--- config.mk ---
export PLATFORM = sky130hd
export DESIGN_NAME = mul_share_arbiter
export DESIGN_NICKNAME = d
export VERILOG_FILES = /design/src/rtl/mul_share_pkg.sv /design/src/rtl/rr_pick2.sv /design/src/rtl/mul_share_arbiter.sv
export SDC_FILE = /design/constraint.sdc
export NUM_CORES = 2
export LEC_CHECK = 0
export CORE_AREA = 8 8 731 733
export CTS_CLUSTER_DIAMETER = 80
export CTS_CLUSTER_SIZE = 12
export DETAILED_ROUTE_END_ITERATION = 10
export DIE_AREA = 0 0 739 741
export PLACE_DENSITY = 0.3
export SLEW_MARGIN = 25
export SYNTH_ARGS = -nofsm -noshare
export SYNTH_HDL_FRONTEND = slang
export SYNTH_SLANG_ARGS = --single-unit
export TNS_END_PERCENT = 1
--- constraint.sdc ---
create_clock -name CLK -period 3.79 [get_ports CLK]
set_clock_uncertainty 0.2 [all_clocks]
set_input_delay 1.137 -clock CLK [delete_from_list [all_inputs] [get_ports CLK]]
set_output_delay 1.137 -clock CLK [all_outputs]
set_load 0.01 [all_outputs]
--- src/rtl/mul_share_pkg.sv ---
// Shared definitions for the two-master GF(2^N) multiplier arbiter.
// State encoding and counter-width helper.
package mul_share_pkg;

  localparam logic [1:0] ST_IDLE  = 2'b00;
  localparam logic [1:0] ST_ISSUE = 2'b01;
  localparam logic [1:0] ST_WAIT  = 2'b10;
  localparam logic [1:0] ST_DONE  = 2'b11;

  typedef enum logic [1:0] {
    IDLE  = ST_IDLE,
    ISSUE = ST_ISSUE,
    WAIT  = ST_WAIT,
    DONE  = ST_DONE
  } state_e;

  // ceil(log2(v)), never below one bit
  function automatic int clog2(input int v);
    int r;
    r = 1;
    for (int i = 1; i < 31; i++) begin
      if ((32'sd1 <<< i) < v) r = i + 1;
    end
    return r;
  endfunction

endpackage

--- src/rtl/rr_pick2.sv ---
// Two-input round-robin picker.
// On a tie the requester that was not served last wins.
module rr_pick2
  import mul_share_pkg::*;
(
  input  logic [1:0] req_i,
  input  logic       last_i,
  output logic       valid_o,
  output logic       idx_o
);

  assign valid_o = |req_i;

  // Pick the single requester, or alternate on a tie
  always_comb begin
    idx_o = 1'b0;
    unique case (1'b1)
      (&req_i):          idx_o = ~last_i;
      (req_i == 2'b10):  idx_o = 1'b1;
      default:           idx_o = 1'b0;
    endcase
  end

endmodule

--- src/rtl/mul_share_arbiter.sv ---
// Shares one fault-reporting GF(2^N) multiplier between two requesters,
// with bounded retry on reported faults and a no-answer watchdog.
module mul_share_arbiter
  import mul_share_pkg::*;
#(
  parameter int N         = 233,
  parameter int MAX_RETRY = 3,
  parameter int TIMEOUT   = 1023
) (
  input  logic         CLK,
  input  logic         RST_N,
  input  logic         REQ0,
  input  logic         REQ1,
  input  logic [N-1:0] A0,
  input  logic [N-1:0] B0,
  input  logic [N-1:0] A1,
  input  logic [N-1:0] B1,
  output logic         DONE0,
  output logic         DONE1,
  output logic         FAIL,
  output logic [N-1:0] DOUT,
  output logic         BUSY,
  output logic         GRANT,
  output logic [N-1:0] MUL_A,
  output logic [N-1:0] MUL_B,
  output logic         MUL_IN_VALID,
  input  logic         MUL_OUT_VALID,
  input  logic         MUL_ERROR,
  input  logic [N-1:0] MUL_DOUT
);

  localparam int RW = clog2(MAX_RETRY + 1);
  localparam int WW = clog2(TIMEOUT + 1);
  localparam logic [RW-1:0] RMAX = RW'(MAX_RETRY);
  localparam logic [WW-1:0] WMAX = WW'(TIMEOUT);

  state_e          state_q;
  logic            grant_q;
  logic            last_q;
  logic [RW-1:0]   retry_q;
  logic [WW-1:0]   wd_q;
  logic [N-1:0]    mula_q;
  logic [N-1:0]    mulb_q;
  logic            miv_q;
  logic            done0_q;
  logic            done1_q;
  logic            fail_q;
  logic [N-1:0]    dout_q;
  logic            pick_v;
  logic            pick_idx;

  rr_pick2 u_pick (
    .req_i   ({REQ1, REQ0}),
    .last_i  (last_q),
    .valid_o (pick_v),
    .idx_o   (pick_idx)
  );

  // Arbitration FSM with registered handshake and completion outputs
  always_ff @(posedge CLK) begin
    if (!RST_N) begin
      state_q <= IDLE;
      grant_q <= 1'b0;
      last_q  <= 1'b1;
      retry_q <= '0;
      wd_q    <= '0;
      mula_q  <= '0;
      mulb_q  <= '0;
      miv_q   <= 1'b0;
      done0_q <= 1'b0;
      done1_q <= 1'b0;
      fail_q  <= 1'b0;
      dout_q  <= '0;
    end else begin
      miv_q   <= 1'b0;
      done0_q <= 1'b0;
      done1_q <= 1'b0;
      unique case (state_q)
        IDLE: begin
          if (pick_v) begin
            grant_q <= pick_idx;
            mula_q  <= pick_idx ? A1 : A0;
            mulb_q  <= pick_idx ? B1 : B0;
            retry_q <= '0;
            wd_q    <= '0;
            miv_q   <= 1'b1;
            state_q <= ISSUE;
          end
        end
        ISSUE: begin
          wd_q    <= '0;
          state_q <= WAIT;
        end
        WAIT: begin
          if (MUL_OUT_VALID) begin
            if (MUL_ERROR && (retry_q < RMAX)) begin
              retry_q <= retry_q + RW'(1);
              miv_q   <= 1'b1;
              state_q <= ISSUE;
            end else begin
              dout_q  <= MUL_DOUT;
              fail_q  <= MUL_ERROR;
              done0_q <= ~grant_q;
              done1_q <= grant_q;
              state_q <= DONE;
            end
          end else if (wd_q == WMAX) begin
            fail_q  <= 1'b1;
            done0_q <= ~grant_q;
            done1_q <= grant_q;
            state_q <= DONE;
          end else begin
            wd_q <= wd_q + WW'(1);
          end
        end
        DONE: begin
          last_q  <= grant_q;
          state_q <= IDLE;
        end
      endcase
    end
  end

  assign BUSY         = (state_q != IDLE);
  assign GRANT        = grant_q;
  assign MUL_A        = mula_q;
  assign MUL_B        = mulb_q;
  assign MUL_IN_VALID = miv_q;
  assign DONE0        = done0_q;
  assign DONE1        = done1_q;
  assign FAIL         = fail_q;
  assign DOUT         = dout_q;

endmodule

# Word level (Yosys, flattened, before mapping)
# Cells that the tools add are included.
op_classes:
  add_sub_neg: 2
  order_cmp: 1
  n_eq_ne: 12
  n_mux: 29
  n_bitwise: 3
  reduce_logical: 15
ops:
  columns: ["operator", "count"]
  rows:
  - ["2-to-1 mux 233 bit", 2]
  - ["2-to-1 mux 10 bit", 3]
  - ["case mux 10 bit (3 select lines)", 1]
  - ["2-to-1 mux 2 bit", 7]
  - ["2-to-1 mux 1 bit", 12]
  - ["inequality test 2 bit, second input constant", 6]
  - ["adder 10 x 1 -> 10 bit, second input constant", 1]
  - ["equality test 10 bit, second input constant", 1]
  - ["case mux 2 bit (4 select lines)", 1]
  - ["AND reduction 2 bit", 4]
  - ["AND reduction 4 bit", 2]
  - ["equality test 2 bit, second input constant", 3]
  - ["AND reduction 3 bit", 2]
  - ["nonzero test 2 bit", 3]
  - ["case mux 1 bit (2 select lines)", 2]
  - ["case mux 2 bit (2 select lines)", 1]
  - ["inequality test 3 bit, second input constant", 1]
  - ["inverter 1 bit", 3]
  - ["nonzero test 3 bit", 1]
  - ["adder 2 x 1 -> 2 bit, second input constant", 1]
  - ["equality test 2 x 1 -> 1 bit, second input constant", 1]
  - ["zero test 2 bit", 1]
  - ["< comparator 2 bit, second input constant", 1]
  - ["OR reduction 2 bit", 1]
  - ["logical AND 1 bit", 1]
totals:
  register_bits: 719
  in_bits: 1171
  out_inout_bits: 705
  word_cells: 74

# Depth between registers and ports, before layout
logic_depth:
  ltp_word: 5
  ltp_mapped: 9

# Hierarchy
# From an unflattened synthesis, not the netlist that was laid out.
hier_totals:
  cells_unflattened: 3201
  area_unflattened_um2: 29243.0
by_module_without_submodules:
  columns: ["module", "n_inst", "cells_per_inst", "area_each_um2"]
  rows:
  - ["mul_share_arbiter", 1, 3199, 29229.3]
  - ["rr_pick2", 1, 2, 13.8]

# Worst setup path before layout
# No wires, ideal clock.
synth_timing:
  path_type: "input port to flip-flop"
  startpoint: "input MUL_ERROR"
  endpoint: "register dout_q[100] (netlist: DOUT[100])"
  setup_time_ns: 0.070
  arrival_time_ns: 2.189
  t_required_ns: 3.520
  setup_slack_ns: 1.331
  path_stages: 7
  path_buffers: 3
  path_cell_list: "nor2b_1 > or2_1 > buf_2 > buf_2 > buf_2 > nand2_1 > a21oi_1"
synth_via:
  elab_chain_len: 3
synth_lines:
  columns: ["item", "line", "source"]
  rows:
  - ["start: declaration", "mul_share_arbiter.sv:28", "input logic MUL_ERROR,"]
  - ["logical AND 1 bit", "mul_share_arbiter.sv:96", "if (MUL_ERROR && (retry_q < RMAX)) begin"]
  - ["inverter 1 bit (no source line)", null, null]
  - ["AND reduction 3 bit (no source line)", null, null]
  - ["end signal: assignment", "mul_share_arbiter.sv:73", "dout_q <= '0;"]
  - ["end signal: assignment", "mul_share_arbiter.sv:101", "dout_q <= MUL_DOUT;"]
  - ["end: declaration", "mul_share_arbiter.sv:48", "logic [N-1:0] dout_q;"]
# Every way passes these cells.
# A chain may end at the register's enable or synchronous reset.

# Final worst setup path
layout_timing:
  startpoint: "register mulb_q[177] (netlist: MUL_B[177])"
  endpoint: "output MUL_B[177]"
layout_lines:
  columns: ["item", "line", "source"]
  rows:
  - ["start: declaration", "mul_share_arbiter.sv:43", "logic [N-1:0] mulb_q;"]
  - ["start signal: assignment", "mul_share_arbiter.sv:83", "mulb_q <= pick_idx ? B1 : B0;"]
  - ["end: declaration", "mul_share_arbiter.sv:25", "output logic [N-1:0] MUL_B,"]
# No word-level cell between the ends.

==> impl_metrics.yaml <==
run_status:
  status: "completed"
timing:
  hold_violations: 0
  drv_slew: 0
  post-route-period-util: 0.949
  fmax_ghz: 0.278
  finalSetupViolations: 0
  setup_ws_ns: 0.193
  finalCriticalPeriod_ns: 3.60
  fin_tns_setup_ns: 0
  worst_pin_slew_ns: 0.927
  timing.slew.headroom: 0.385
  rsz0062_at_grt: "false"
setup_path:
  crit_type: "reg -> out"
  cp-start-kind: "register"
  crit_fanout: 2
  cp.required_ns: 2.45
  path_delay_family: "buffers and inverters"
  cp_num_buf_inv: 1
  arrival_ns: 2.26
  crit_chain: "clkdlybuf4s50_1"
  slowest_delay_ns: 1.04
  cp-end-kind: "output pin"
  slowest_stage: "clkdlybuf4s50_1"
routing:
  via_count: 35531
  drtPass1Iterations: 5
  wl_per_cell_um: 30.9
  ant_nets: 0
  drc: 0
  vias_per_cell: 2.82
  first_iter_violations: 1857
  finalWirelength_um: 389000
cts:
  clk_latency_ns: 0.83
  htreeDepth: 3
  cts_setup_buffers: 0
  cts_buffers: 100
  cts-root-buf: "clkbuf_16"
  cts_resized: 3
  cts.reportedPaths.clkPinSlew_ns: 0.07
  clock_sinks: 719
  tritoncts: "built"
  ctsHoldBuffers: 0
  clock_path_buffers: 4
global_route:
  antenna_found_initial: 217
  grt_pass1_wl_um: 472000
  overflow: 0
  grt_pass1_vias: 35751
  grt_max_degree: 87
  grt_use_total: 0.135
pwr:
  leakage_nw: 19.9
  peakVddDrop_mv: 0.364
  power.density_mw_per_mm2: 443
synthesis:
  synth.area.mux_share: 0
  syn_inst: 3719
  synthXorXnorAreaFrac: 0
  synth_top_cell_by_area: "dfxtp_1"
  synth_enable_flop_cells: 0
  netlist_area_mm2: 0.0289
  synth-compound-area-share: 0.191
  synth_nets: 4892
  yosysMostFrequentCell: "nand2_1"
  synth_common_cells: "nand2_1 (1,408), dfxtp_1 (719), nor2_1 (470)"
  yosysSeqAreaShare: 0.498
  yosysTopAreaCellShare: 0.498
  avgSynthCellArea_um2: 7.77
  synth_ff_type: "dfxtp_1"
  synth-simple-area-share: 0.254
  synth_area_leaders: "dfxtp_1 (50%), nand2_1 (18%), a311oi_1 (14%), nor2_1 (6.1%), a21oi_1 (4.2%)"
  async_flop_share: 0
  synth_top_family_by_area: "simple AND/OR/NAND/NOR gates"
  synth_cell_type_count: 48
  yosys_warnings: 0
  ys_seq_elements: 719
  synth_fa_ha_area_frac: 0.000866
cells_and_area:
  layout.nets: 6680
  final_core_util: 0.115
  syn_to_final_growth_pct: 107
  multi_input_area_mm2: 0.0129
  ff_latch_area_mm2: 0.0144
  fillerInstances: 60525
  drive_above_1_share: 0.0731
floorplan:
  start_util: 0.0553
  core_area_mm2: 0.523
  die_area_mm2: 0.548
  dieWidth_um: 739
  pin_count: 1876
  die_h_um: 741
  rows: 266
placement:
  gp_congestion: 0.878
  dp_slack_ns: 0.267
  dp.final_hpwl_um: 345000
  portBuffers: 1875
job:
  maxCapViolations: 0
hold_path:
  hold_path_class: "reg -> reg"
[layout make-up]
class,instances,area share
Timing Repair Buffer,2026,0.339
Sequential cell,719,0.240
Multi-Input combinational cell,2656,0.215
Tap cell,6968,0.145
Clock buffer,123,0.0454
Clock inverter,53,0.0122
Antenna cell,43,0.00179
Inverter,4,0.000376
[kinds of logic after synthesis]
group | after synthesis
adders and majority gates | 2
buffers and inverters | 344
and+or+nand+nor | 1917
AOI/OAI and AO/OA | 737
DFF | 719
[metal layers]
metal	wire length [µm]	part of all wire	track usage	up-vias
li1	-	-	-	16368
met1	146000	0.37	0.145	16875
met2	171000	0.44	0.214	1775
met3	64300	0.17	0.103	417
met4	8130	0.021	0.0240	96
met5	624	0.0016	0	-
[per-stage QoR]
step | std cells | hold WS [ns] | area, µm² | total power (W)
after floorplan | 3719 | 0.252 | 28900 | 0.0108
after global placement | 12373 | 0.243 | 56400 | 0.0166
after detailed placement | 12373 | 0.246 | 56400 | 0.0166
after CTS | 12549 | 0.256 | 59800 | 0.0276
after global routing | 12552 | 0.272 | 59900 | 0.0281
final | 12592 | 0.252 | 60000 | 0.0266
[layout by cell type, fill, tap and decap left out, types with 9 or more instances in the layout]
master	instances
inv_6	10
nor2_1	470
clkbuf_8	9
buf_4	165
nand2_1	1407
buf_12	52
clkbuf_16	102
a311oi_1	466
clkbuf_1	12
dfxtp_1	719
diode_2	43
a21oi_1	242
clkdlybuf4s50_1	1797
bufinv_16	13
[final timing paths]
| kind | from | to | slack (ns) | cells past startpoint |
|---|---|---|---|---|
| worst max-delay path | MUL_B[177] | MUL_B[177] | 0.19 | 1 |
| worst min-delay path | DOUT[133] | DOUT[133] | 0.25 | 2 |
| worst max register to register | state_q[0] | MUL_A[140] | 1.46 | 6 |
| worst min register to register | DOUT[133] | DOUT[133] | 0.25 | 2 |
[power by group]
group | switching (W) | internal (W) | leakage (nW)
logic | 0.00426 | 0.00293 | 12.4
clock network | 0.00450 | 0.00604 | 1.67
registers | 0.000574 | 0.00826 | 5.91
[registers in the layout, indices dropped and copies added (netlist names), 2 cells and up]
name,cells
DOUT,233
MUL_A,233
MUL_B,233
retry_q,2
state_q,2
wd_q,10
No activity file was read; power rests on OpenSTA's default activity.
